File: config.mk
export PLATFORM = sky130hd
export DESIGN_NAME = serial_adder_flat
export DESIGN_NICKNAME = d
export VERILOG_FILES = /design/src/rtl/serial_adder_if.sv /design/src/rtl/serial_adder.sv /design/src/flat_wrapper.sv
export SDC_FILE = /design/constraint.sdc
export NUM_CORES = 1
export LEC_CHECK = 0
export CORE_MARGIN = 8
export CORE_UTILIZATION = 52
export CTS_CLUSTER_DIAMETER = 60
export DETAILED_ROUTE_END_ITERATION = 7
export GPL_TIMING_DRIVEN = 1
export PLACE_DENSITY_LB_ADDON = 0.2
export SYNTH_ARGS = -nofsm -noshare
export SYNTH_HDL_FRONTEND = slang
export SYNTH_SLANG_ARGS = --single-unit
File: constraint.sdc
create_clock -name clk -period 1.95 [get_ports clk]
set_input_delay 0.2925 -clock clk [delete_from_list [all_inputs] [get_ports clk]]
set_output_delay 0.2925 -clock clk [all_outputs]
set_load 0.05 [all_outputs]
File: src/rtl/serial_adder_if.sv
`default_nettype none
// ============================================================================
// Module      : serial_adder_if
// Description : Request/result bundle for the bit-serial adder. The master
//               side issues start plus operands. The slave side returns
//               status and the registered result.
// Revision    : 1.0 - initial release
// ============================================================================
interface serial_adder_if #(
  parameter int WIDTH = 8
) ();
  logic             start;
  logic [WIDTH-1:0] a;
  logic [WIDTH-1:0] b;
  logic             cin;
  logic             busy;
  logic             done;
  logic [WIDTH-1:0] s;
  logic             cout;

  modport master (
    output start, a, b, cin,
    input  busy, done, s, cout
  );

  modport slave (
    input  start, a, b, cin,
    output busy, done, s, cout
  );
endinterface
`default_nettype wire

File: src/rtl/serial_adder.sv
`default_nettype none
// ============================================================================
// Module      : serial_adder
// Description : LSB-first bit-serial adder. It handles one full-adder bit per
//               clock and keeps the carry in a 1-bit register. A result
//               appears in WIDTH+1 cycles after an accepted start.
// Revision    : 1.0 - initial release
// ============================================================================
module serial_adder #(
  parameter int WIDTH = 8
) (
  input  wire logic     clk,
  input  wire logic     rst_n,
  serial_adder_if.slave bus
);

  localparam int c_cnt_w = $clog2(WIDTH);
  localparam logic [c_cnt_w-1:0] c_last_cnt = c_cnt_w'(WIDTH - 1);

  localparam logic [1:0] c_idle = 2'd0;
  localparam logic [1:0] c_add  = 2'd1;
  localparam logic [1:0] c_done = 2'd2;

  logic [1:0]         r_state;
  logic [1:0]         w_next_state;
  logic [WIDTH-1:0]   r_a_sh;
  logic [WIDTH-1:0]   r_b_sh;
  logic [WIDTH-1:0]   r_sum_sh;
  logic               r_carry;
  logic [c_cnt_w-1:0] r_cnt;
  logic [WIDTH-1:0]   r_s;
  logic               r_cout;

  logic               w_accept;
  logic               w_last;
  logic               w_bit;
  logic               w_carry_next;
  logic [WIDTH-1:0]   w_sum_next;

  // A start is only honoured when no addition is in flight.
  assign w_accept     = bus.start && ((r_state == c_idle) || (r_state == c_done));
  assign w_last       = (r_cnt == c_last_cnt);
  assign w_bit        = r_a_sh[0] ^ r_b_sh[0] ^ r_carry;
  assign w_carry_next = (r_a_sh[0] & r_b_sh[0]) | (r_carry & (r_a_sh[0] ^ r_b_sh[0]));
  // The new sum bit enters at the MSB end, so after WIDTH shifts bit i sits at position i.
  assign w_sum_next   = {w_bit, r_sum_sh[WIDTH-1:1]};

  // State register with asynchronous reset.
  always_ff @(posedge clk or negedge rst_n) begin
    if (!rst_n) begin
      r_state <= c_idle;
    end else begin
      r_state <= w_next_state;
    end
  end

  // Next-state logic. DONE can chain directly into a new ADD when start is high.
  always_comb begin
    w_next_state = r_state;
    case (r_state)
      c_idle:  w_next_state = bus.start ? c_add : c_idle;
      c_add:   w_next_state = w_last ? c_done : c_add;
      c_done:  w_next_state = bus.start ? c_add : c_idle;
      default: w_next_state = c_idle;
    endcase
  end

  // Status outputs are decoded from the registered state.
  always_comb begin
    bus.busy = 1'b0;
    bus.done = 1'b0;
    case (r_state)
      c_add:   bus.busy = 1'b1;
      c_done:  bus.done = 1'b1;
      default: ;
    endcase
  end

  // Datapath: load operands on accept, shift one bit per ADD cycle, and commit the result on the last one.
  always_ff @(posedge clk or negedge rst_n) begin
    if (!rst_n) begin
      r_a_sh   <= '0;
      r_b_sh   <= '0;
      r_sum_sh <= '0;
      r_carry  <= 1'b0;
      r_cnt    <= '0;
      r_s      <= '0;
      r_cout   <= 1'b0;
    end else if (w_accept) begin
      r_a_sh  <= bus.a;
      r_b_sh  <= bus.b;
      r_carry <= bus.cin;
      r_cnt   <= '0;
    end else if (r_state == c_add) begin
      r_a_sh   <= {1'b0, r_a_sh[WIDTH-1:1]};
      r_b_sh   <= {1'b0, r_b_sh[WIDTH-1:1]};
      r_sum_sh <= w_sum_next;
      r_carry  <= w_carry_next;
      r_cnt    <= r_cnt + 1'b1;
      if (w_last) begin
        r_s    <= w_sum_next;
        r_cout <= w_carry_next;
      end
    end
  end

  assign bus.s    = r_s;
  assign bus.cout = r_cout;

endmodule
`default_nettype wire

File: src/flat_wrapper.sv
// flat-port wrapper written by rule: the top's interface ports become plain ports
module serial_adder_flat 
#(
  parameter int WIDTH = 8
)
  (clk, rst_n, bus_start, bus_a, bus_b, bus_cin, bus_busy, bus_done, bus_s, bus_cout);
  serial_adder_if #(.WIDTH(WIDTH)) bus_i ();
  input  wire logic clk;
  input  wire logic rst_n;
  input wire logic [$bits(bus_i.start)-1:0] bus_start;
  input wire logic [$bits(bus_i.a)-1:0] bus_a;
  input wire logic [$bits(bus_i.b)-1:0] bus_b;
  input wire logic [$bits(bus_i.cin)-1:0] bus_cin;
  output wire logic [$bits(bus_i.busy)-1:0] bus_busy;
  output wire logic [$bits(bus_i.done)-1:0] bus_done;
  output wire logic [$bits(bus_i.s)-1:0] bus_s;
  output wire logic [$bits(bus_i.cout)-1:0] bus_cout;
  assign bus_i.start = bus_start;
  assign bus_i.a = bus_a;
  assign bus_i.b = bus_b;
  assign bus_i.cin = bus_cin;
  assign bus_busy = bus_i.busy;
  assign bus_done = bus_i.done;
  assign bus_s = bus_i.s;
  assign bus_cout = bus_i.cout;
  serial_adder #(.WIDTH(WIDTH)) u_core (.clk(clk), .rst_n(rst_n), .bus(bus_i));
endmodule
==> impl_metrics.env <==
export IMPL_antenna_found_initial=0
export IMPL_final_min_clock_period_ps=1810
export IMPL_period_share_pct=92.6
export IMPL_skew_ps=6.46
export IMPL_finalSetupTns_ps=0
export IMPL_fmax_mhz=554
export IMPL_clock_latency_ps=330
export IMPL_die_h_um=75.5
export IMPL_drt_vias_per_instance=5.32
export IMPL_ios=31
export IMPL_cp_slowest_stage_delay_ps=810
export IMPL_grt_max_degree=39
export IMPL_status="completed"
export IMPL_num_vias=1262
export IMPL_vdd_drop_max_uv=672
export IMPL_netlist_area_mm2=0.00184
export IMPL_finalSetupViolations=0
export IMPL_ys_seq_area_share_pct=51.7
export IMPL_coreArea_mm2=0.00336
export IMPL_initialDrtViolationCount=100
export IMPL_cp_required_ps=1660
export IMPL_ctsHoldBuffers=0
export IMPL_numCtsBuffers=5
export IMPL_avgSynthCellArea_um2=11.5
export IMPL_holdCritPathClass="in2async"
export IMPL_wl_per_cell_um=14.8
export IMPL_critPathLaunch="u_core.bus.s[2]"
export IMPL_path_buf_inv=1
export IMPL_cts_root_buf="clkbuf_4"
export IMPL_synth_cell_types=27
export IMPL_clk_pin_slew_ps=110
export IMPL_synth_warning_count=0
export IMPL_cts_resized=0
export IMPL_synth_fp_nets=183
export IMPL_drc_errors=0
export IMPL_p_leak_nw=0.978
export IMPL_hold_viol_final=0
export IMPL_grt_usage_pct=14.0
export IMPL_die_width_um=75.5
export IMPL_crit_fanout=2
export IMPL_die_area_mm2=0.00570
export IMPL_grt_pass1_wl_um=6000
export IMPL_overflow=0
export IMPL_cts_max_level=2
export IMPL_rsz0062_at_grt="no"
export IMPL_path_class="reg2out"
export IMPL_final_nets=213
export IMPL_tightest_slew_ps=826
export IMPL_first_pass_iters=4
export IMPL_portBuffers=30
export IMPL_initial_core_util_pct=54.7
export IMPL_cts_setup_buffers=0
export IMPL_num_rows=21
export IMPL_fill_cells=286
export IMPL_rr_startpoint="u_core.r_cnt[0]"
export IMPL_timing_max_cap_violations=0
export IMPL_syn_inst=160
export IMPL_grt_pass1_vias=1312
export IMPL_worstSetupEndpointType="output port"
export IMPL_crit_chain="clkdlybuf4s50_1"
export IMPL_slew_headroom_pct=44.9
export IMPL_n_antenna_cell=0
export IMPL_p_per_area_mw_per_mm2=1610
export IMPL_clock_path_buffers=2
export IMPL_ys_ff_latch=38
export IMPL_cp_start_kind="flip-flop"
export IMPL_drt_wl_total_um=3510
export IMPL_ant_nets=0
export IMPL_cp_arrival_ps=1510
export IMPL_clock_sinks=38
export IMPL_drive_above_1_share_pct=14.7
export IMPL_hpwl_um=2510
export IMPL_total_power_mw=3.61
export IMPL_routabilityCongestion=0.716
export IMPL_slew_violations=0
export IMPL_synthToLayoutAreaGrowth_pct=21.6
export IMPL_critPathSlowestCell="clkdlybuf4s50_1"
export IMPL_cts_tree="yes"
export IMPL_cp_top_family="buffers and inverters"
==> cell usage after synthesis <==
master	count	area share, %
o21ai_0	3	0.82
mux2_4	9	7.3
inv_6	1	0.48
nand2b_1	1	0.34
nand2b_4	1	0.75
a211oi_1	12	4.9
nand2_8	1	1.1
nand3_1	3	0.82
buf_4	1	0.41
a22o_1	3	1.4
a21oi_1	12	3.3
dfrtp_1	38	52
mux2_2	2	1.2
buf_2	5	1.4
xnor2_1	1	0.48
nor2b_1	14	4.8
ha_1	2	1.4
fa_1	1	1.1
inv_1	1	0.20
mux2i_1	14	7.6
nor3_1	2	0.54
nor2_1	3	0.61
buf_6	2	1.2
nand2_1	22	4.5
clkbuf_1	3	0.61
o22ai_1	2	0.68
a22oi_1	1	0.41
==> per-layer routing <==
layer	share of wire [%]	track usage [%]	up-vias
li1	-	-	622
met1	45	15.7	610
met2	49	23.8	28
met3	5.5	4.87	2
met4	0.68	5.12	0
met5	0	0	-
==> where the power goes <==
| part | leakage [nW] | total [mW] | internal, mW | switching, mW |
|---|---|---|---|---|
| Sequential | 0.461 | 1.42 | 1.16 | 0.262 |
| Combinational | 0.482 | 1.76 | 0.790 | 0.973 |
| Clock | 0.0353 | 0.422 | 0.175 | 0.247 |
| Total | 0.978 | 3.61 | 2.12 | 1.48 |
==> placed cells by master (no fill, tap or decap), drive strengths merged <==
master | netlist | routed
xnor2 | 1 | 1
clkbuf | 3 | 7
nand3 | 3 | 3
o22ai | 2 | 2
nand2 | 23 | 23
nor3 | 2 | 2
dfrtp | 38 | 38
a22o | 3 | 3
fa | 1 | 1
nor2b | 14 | 14
a21oi | 12 | 12
o21ai | 3 | 3
ha | 2 | 2
clkdlybuf4s50 | 0 | 27
inv | 2 | 2
a22oi | 1 | 1
buf | 8 | 7
nor2 | 3 | 3
mux2 | 11 | 11
nand2b | 2 | 2
mux2i | 14 | 14
a211oi | 12 | 12
clkinv | 0 | 1
==> area by class of cell <==
type | instances | area (µm²) | share of cell area (%)
Inverter | 2 | 12.5 | 0.560
Clock inverter | 1 | 5.00 | 0.224
Clock buffer | 7 | 55.1 | 2.46
Tap cell | 46 | 57.6 | 2.57
Sequential cell | 38 | 951 | 42.5
Multi-Input combinational cell | 109 | 810 | 36.2
Timing Repair Buffer | 34 | 345 | 15.4
==> path summary, 6_finish.rpt <==
path | end | slack (ps) | cells past startpoint
max | bus_s[2] | 140 | 1
min | u_core.r_sum_sh[1] | 40 | 1
max reg2reg | u_core.bus.s[6] | 470 | 4
min reg2reg | u_core.r_sum_sh[1] | 490 | 2
max in group asynchronous | u_core.r_sum_sh[5] | 1380 | 1
min in group clk | u_core.r_sum_sh[1] | 490 | 2
==> through the flow <==
step | worst slack (ps) | area (µm²) | instances | util, % | hold WS (ps)
after floorplan | 274 | 1840 | 160 | - | -3.09
after global placement | 442 | 2180 | 229 | 64.7 | 431
after detailed placement | 316 | 2180 | 229 | 64.7 | 438
after CTS | 112 | 2240 | 237 | 66.5 | 63.4
after global routing | 72.5 | 2240 | 237 | 66.5 | 83.6
final | 144 | 2240 | 237 | 66.5 | 45.0
==> registers in the layout (all words and copies together), names as in the netlist <==
signal           count
u_core.bus.s         8
u_core.r_sum_sh      7
u_core.r_cnt         3
u_core.r_a_sh        8
u_core.bus.cout      1
u_core.r_carry       1
u_core.r_state       2
u_core.r_b_sh        8
==> cell families (layout without fill, tap and decap cells) <==
family	Yosys count	in the layout	share of synthesized area, %
adder cells (fa/ha/maj)	3	3	2.45
AO/OA/AOI/OAI	33	33	11.5
AND/OR/NAND/NOR	47	47	13.4
buffers and inverters	13	44	4.29
flip-flops	38	38	51.7
multiplexers	25	25	16.2
XOR/XNOR	1	1	0.476
Power figures use the tool's default switching activity.
